--- config.mk ---
export PLATFORM = sky130hd
export DESIGN_NAME = master_mode_controller
export DESIGN_NICKNAME = d
export VERILOG_FILES = /design/src/rtl/master_mode_controller.sv
export SDC_FILE = /design/constraint.sdc
export NUM_CORES = 1
export LEC_CHECK = 0
export ABC_AREA = 1
export BUFFER_PORTS_ARGS = -buffer_cell sky130_fd_sc_hd__buf_2
export CAP_MARGIN = 5
export CELL_PAD_IN_SITES_DETAIL_PLACEMENT = 1
export CELL_PAD_IN_SITES_GLOBAL_PLACEMENT = 2
export CORE_UTILIZATION = 25
export CTS_BUF_LIST = sky130_fd_sc_hd__clkbuf_2 sky130_fd_sc_hd__clkbuf_4 sky130_fd_sc_hd__clkbuf_8
export DETAILED_ROUTE_END_ITERATION = 10
export PLACE_DENSITY_LB_ADDON = 0.1
export SETUP_SLACK_MARGIN = 0.05
export SLEW_MARGIN = 20
export SYNTH_ARGS = -nofsm -noshare
export SYNTH_HDL_FRONTEND = slang
export SYNTH_SLANG_ARGS = --single-unit
--- constraint.sdc ---
create_clock -name clk_i -period 2.8 [get_ports clk_i]
set_clock_uncertainty 0.1 [all_clocks]
set_input_delay 0 -clock clk_i [delete_from_list [all_inputs] [get_ports clk_i]]
set_output_delay 0 -clock clk_i [all_outputs]
set_load 0.01 [all_outputs]
--- src/rtl/master_mode_controller.sv ---
// master_mode_controller
//   Generates the timer trigger output (TRGO) from one of eight master-mode
//   sources and, optionally, counts how many triggers were emitted.
//
//   Modes (mms_i):
//     000 reset   : pulse on rising edge of ug_i
//     001 enable  : level cen_i
//     010 update  : pulse on rising edge of uev_i
//     011 compare : pulse on rising edge of cc1if_i
//     1xx OCxREF  : level oc_ref_i[mms_i[1:0]]
//
//   Parameters:
//     PULSE_W  TRGO pulse width in cycles for pulse modes (1..16)
//     CNT_W    width of the emitted-trigger counter
//
//   Ports:
//     clk_i      clock, rising edge
//     aresetn_i  synchronous active-low reset
//     mms_i      master mode select
//     msm_i      master/slave sync, 1 adds one cycle of TRGO delay
//     ug_i       software update-generation strobe
//     cen_i      counter-enable level
//     uev_i      update-event strobe
//     cc1if_i    capture/compare 1 flag strobe
//     oc_ref_i   OC1REF..OC4REF levels
//     trgo_o     trigger output
//     trg_cnt_o  count of emitted triggers (constant 0 unless
//                MMC_TRG_COUNT_EN is defined)
//
//   Build option: define MMC_TRG_COUNT_EN to include the trigger counter.
module master_mode_controller #(
  parameter int PULSE_W = 1,
  parameter int CNT_W   = 8
) (
  input  logic             clk_i,
  input  logic             aresetn_i,
  input  logic [2:0]       mms_i,
  input  logic             msm_i,
  input  logic             ug_i,
  input  logic             cen_i,
  input  logic             uev_i,
  input  logic             cc1if_i,
  input  logic [3:0]       oc_ref_i,
  output logic             trgo_o,
  output logic [CNT_W-1:0] trg_cnt_o
);

  typedef enum logic {IDLE = 1'b0, PULSE = 1'b1} state_t;

  // Four bits cover the widest legal pulse (16 cycles -> reload value 15).
  localparam logic [3:0] RELOAD = 4'(PULSE_W - 1);

  state_t     state_q, state_d;
  logic [3:0] wcnt_q, wcnt_d;

  logic [2:0] mms_q, mms_d;
  logic       msm_q, msm_d;
  logic       src_prev_q, src_prev_d;
  logic       lvl_q, lvl_d;
  logic       delay_q, delay_d;

  logic       mode_change;
  logic       level_mode_i;
  logic       level_mode_q;
  logic       pulse_src;
  logic       level_src;
  logic       event_hit;
  logic       stage1;

  // Source decode for the incoming mode.
  always_comb begin
    pulse_src = 1'b0;
    level_src = 1'b0;
    case (mms_i)
      3'b000:  pulse_src = ug_i;
      3'b001:  level_src = cen_i;
      3'b010:  pulse_src = uev_i;
      3'b011:  pulse_src = cc1if_i;
      default: level_src = oc_ref_i[mms_i[1:0]];
    endcase
  end

  assign mode_change  = (mms_i != mms_q);
  assign level_mode_i = mms_i[2] | (mms_i == 3'b001);
  assign level_mode_q = mms_q[2] | (mms_q == 3'b001);

  // An edge seen in the same cycle as a mode switch is discarded; the
  // history is cleared so a source held high is seen as a fresh edge later.
  assign event_hit = !level_mode_i && !mode_change && pulse_src && !src_prev_q;

  // FSM: state register
  always_ff @(posedge clk_i) begin
    if (!aresetn_i) begin
      state_q <= IDLE;
      wcnt_q  <= '0;
    end else begin
      state_q <= state_d;
      wcnt_q  <= wcnt_d;
    end
  end

  // FSM: next state. A new event wins over an expiring pulse.
  always_comb begin
    state_d = state_q;
    wcnt_d  = wcnt_q;
    if (mode_change || level_mode_i) begin
      state_d = IDLE;
      wcnt_d  = '0;
    end else if (event_hit) begin
      state_d = PULSE;
      wcnt_d  = RELOAD;
    end else if (state_q == PULSE) begin
      if (wcnt_q == 4'd0) begin
        state_d = IDLE;
      end else begin
        wcnt_d = wcnt_q - 4'd1;
      end
    end
  end

  // FSM: outputs. The mode mux uses the registered mode so the output only
  // ever shows one mode per cycle; the delay stage runs continuously and
  // the registered msm picks between the two taps.
  always_comb begin
    stage1 = level_mode_q ? lvl_q : (state_q == PULSE);
    trgo_o = msm_q ? delay_q : stage1;
  end

  // Datapath next values
  always_comb begin
    mms_d      = mms_i;
    msm_d      = msm_i;
    lvl_d      = level_src;
    src_prev_d = mode_change ? 1'b0 : pulse_src;
    delay_d    = mode_change ? 1'b0 : stage1;
  end

  always_ff @(posedge clk_i) begin
    if (!aresetn_i) begin
      mms_q      <= '0;
      msm_q      <= 1'b0;
      lvl_q      <= 1'b0;
      src_prev_q <= 1'b0;
      delay_q    <= 1'b0;
    end else begin
      mms_q      <= mms_d;
      msm_q      <= msm_d;
      lvl_q      <= lvl_d;
      src_prev_q <= src_prev_d;
      delay_q    <= delay_d;
    end
  end

`ifdef MMC_TRG_COUNT_EN
  logic [CNT_W-1:0] cnt_q, cnt_d;
  logic             trgo_prev_q, trgo_prev_d;
  logic             level_rise;

  // Level-mode triggers are counted on TRGO rising; the history is cleared
  // on a mode switch so a level already high in the new mode still counts.
  assign level_rise = level_mode_q && trgo_o && !trgo_prev_q;

  always_comb begin
    trgo_prev_d = mode_change ? 1'b0 : trgo_o;
    cnt_d       = cnt_q;
    if (event_hit || level_rise) begin
      cnt_d = cnt_q + CNT_W'(1);
    end
  end

  always_ff @(posedge clk_i) begin
    if (!aresetn_i) begin
      cnt_q       <= '0;
      trgo_prev_q <= 1'b0;
    end else begin
      cnt_q       <= cnt_d;
      trgo_prev_q <= trgo_prev_d;
    end
  end

  assign trg_cnt_o = cnt_q;
`else
  assign trg_cnt_o = '0;
`endif

endmodule

==> run metrics <==
result of the run finished, final reports clean; largest net degree at the start of global routing 9; most frequent CP cell dlygate4sd3_1; TNS Setup 0 ps; initial DRC count 6; TritonCTS clock tree built; DR vias 670; die area 3096 µm²; Max Freq 0.6041 GHz; average wire per standard cell 9.764 µm; Worst Path Buf+Inv 4; #FFs+latches synth 12; Max-cap violations 0; crit-path max FO 6; Routed Antenna Nets 0; vias in the first global route 697; Routability Congestion 0.7202; Critical Path Slowest Stage Cell dlygate4sd3_1; Syn Inst Count 104; clock latency on the worst-skew pair 270 ps; Worst EP arrival 1770 ps; Final Hold Vio Count 0; minimum clock period 1655 ps; Diodes inserted 0; Async S/R FF share, synth 0%; EDFF count, synth 0; crit end category flop; grt total ovfl 0; row cnt 19; TritonCTS Buffers 3; Initial Util 26.32%; Util after Layout 33.55%; Syn Area/Cell 6.918 µm²; hold crit path type in -> reg; power per cell area 375.6 nW/µm²; CTS H-tree lvls 1; All-Layer GR Usage 12.14%; synthesized cell area 719.4 µm²; Synth Flop Type dfxtp_1; setup bufs post-CTS 0; DRC 0; core area 2734 µm²; Ys Warns 0; Cell variety after synth 22; Crit path required time 2910 ps; clk buf depth 2; CP Launch Type primary input; Pins Over Slew Limit 0; Clock transition at path regs 70 ps; Root Buffer clkbuf_4; initial antenna violation count 0; Via density 4.161; Worst IR Drop VDD 0.0002097 V; RSZ-0062 raised after global routing no; WS Path Type in -> reg; period utilization 59.12%; Die Y 55.65 µm; number of I/O pins 23; post-detail-place hpwl 1248 µm; worst-path cell chain dlygate4sd3_1, buf_2, inv_1, nand2_1, nand2_2, o211ai_1, a31oi_1, dlygate4sd3_1; final wirelength 1572 µm; sequential fraction of the synthesis area 33.39%; Die Wd 55.65 µm; first-pass GRT wire length 2891 µm; DR pass1 iterations 2; IO Port Bufs 14; kind of cell adding the most delay to the critical path buffers and inverters; area grow syn2layout 27.48%; clk sinks 12; NumNets Final 147; cell leakage power 0.4478 nW; share of layout cells above drive strength 1 24.62%; CP max stage delay 560 ps; endpoints failing setup 0
[cells by family after synthesis]
logic type | Yosys count | synth area share, %
fa+ha+maj | 1 | 1.739
flops | 12 | 33.39
simple gates | 49 | 34.09
other cells | 1 | 0.5212
buf+inv | 26 | 17.74
compound gates | 13 | 10.09
xor+xnor | 2 | 2.435
[cell usage after synthesis, types with 2 or more instances]
cell	instances	area (µm²)
nand4_1	2	12.51
nand2_2	6	37.54
nand2_1	22	82.58
a21oi_1	3	15.01
inv_1	15	56.30
dfxtp_1	12	240.2
o21ai_0	7	35.03
inv_2	3	11.26
buf_4	8	60.06
nor2_1	10	37.54
nor2_2	2	12.51
xnor2_1	2	17.52
nand3_1	3	15.01
[final cells by class]
class                           instances  area, µm²
Timing Repair Buffer                   24      170.2
Inverter                               18      67.56
Multi-Input combinational cell         73      377.9
Tap cell                               31      38.79
Clock buffer                            3      22.52
Sequential cell                        12      240.2
Fill cell                             345       1817
[cell usage in the layout (no fill, tap or decap), drive strengths merged, types with 2 or more instances in the layout]
cell,count
dfxtp,12
dlygate4sd3,10
a21oi,4
xnor2,2
nand2,28
conb,8
nor2,13
buf,14
nand4,2
clkbuf,3
o21ai,7
inv,18
nand3,4
[registers in the layout, summed over array words and instances, names as in the netlist]
name	count
state_q	1
delay_q	1
msm_q	1
src_prev_q	1
lvl_q	1
mms_q	3
wcnt_q	4
[timing repair]
item,4_1_cts,5_1_grt
hold endpoints to repair,5,0
hold buffers,10,0
gates resized for setup,0,0
[path summary, 6_finish.rpt]
kind / start / end / slack (ps) / cells after the start
max reg2reg: wcnt_q[0]$_SDFFE_PP0P_ / wcnt_q[1]$_SDFFE_PP0P_ / 1440 / 7
min reg2reg: src_prev_q$_SDFF_PP0_ / state_q$_SDFF_PP0_ / 430 / 2
max: mms_i[1] / lvl_q$_SDFF_PN0_ / 1140 / 8
min: aresetn_i / src_prev_q$_SDFF_PP0_ / 4 / 3
[where the power goes]
part           leakage, nW  internal (mW)  total, mW  switching, mW
logic                0.336         0.0282     0.0632         0.0350
clock network       0.0138         0.0498      0.104         0.0546
registers           0.0980          0.175      0.177        0.00193
[worst register-to-register path, cell delays in order (launching register included)]
cell and delay, ps:
dfxtp_1 340, inv_1 80, ha_1 240, nand2_1 110
nand2_2 120, o21ai_0 180, inv_1 50, nor2_1 90
[stage by stage]
| step | power, mW | cell area, µm² | setup WS [ps] | cells | hold WS (ps) |
|---|---|---|---|---|---|
| floorplan | 0.2219 | 745.7 | 1600 | 111 | -6.547 |
| detailed placement | 0.2341 | 794.5 | 1455 | 148 | 88.60 |
| global route | 0.3716 | 917.1 | 1061 | 161 | 18.31 |
| global placement | 0.2334 | 794.5 | 1509 | 148 | 83.91 |
| finish | 0.3445 | 917.1 | 1145 | 161 | 3.799 |
| CTS | 0.3515 | 917.1 | 1186 | 161 | 5.313 |
[layer usage]
layer	GRT usage [%]	routed length (µm)	vias up	part of all wire [%]
met3	2.791	45	4	2.9
met5	0	0	-	0
li1	-	-	356	-
met2	22.89	837	12	53
met4	5.357	27	0	1.7
met1	12.66	662	298	42
No activity file was read; power rests on OpenSTA's default activity.
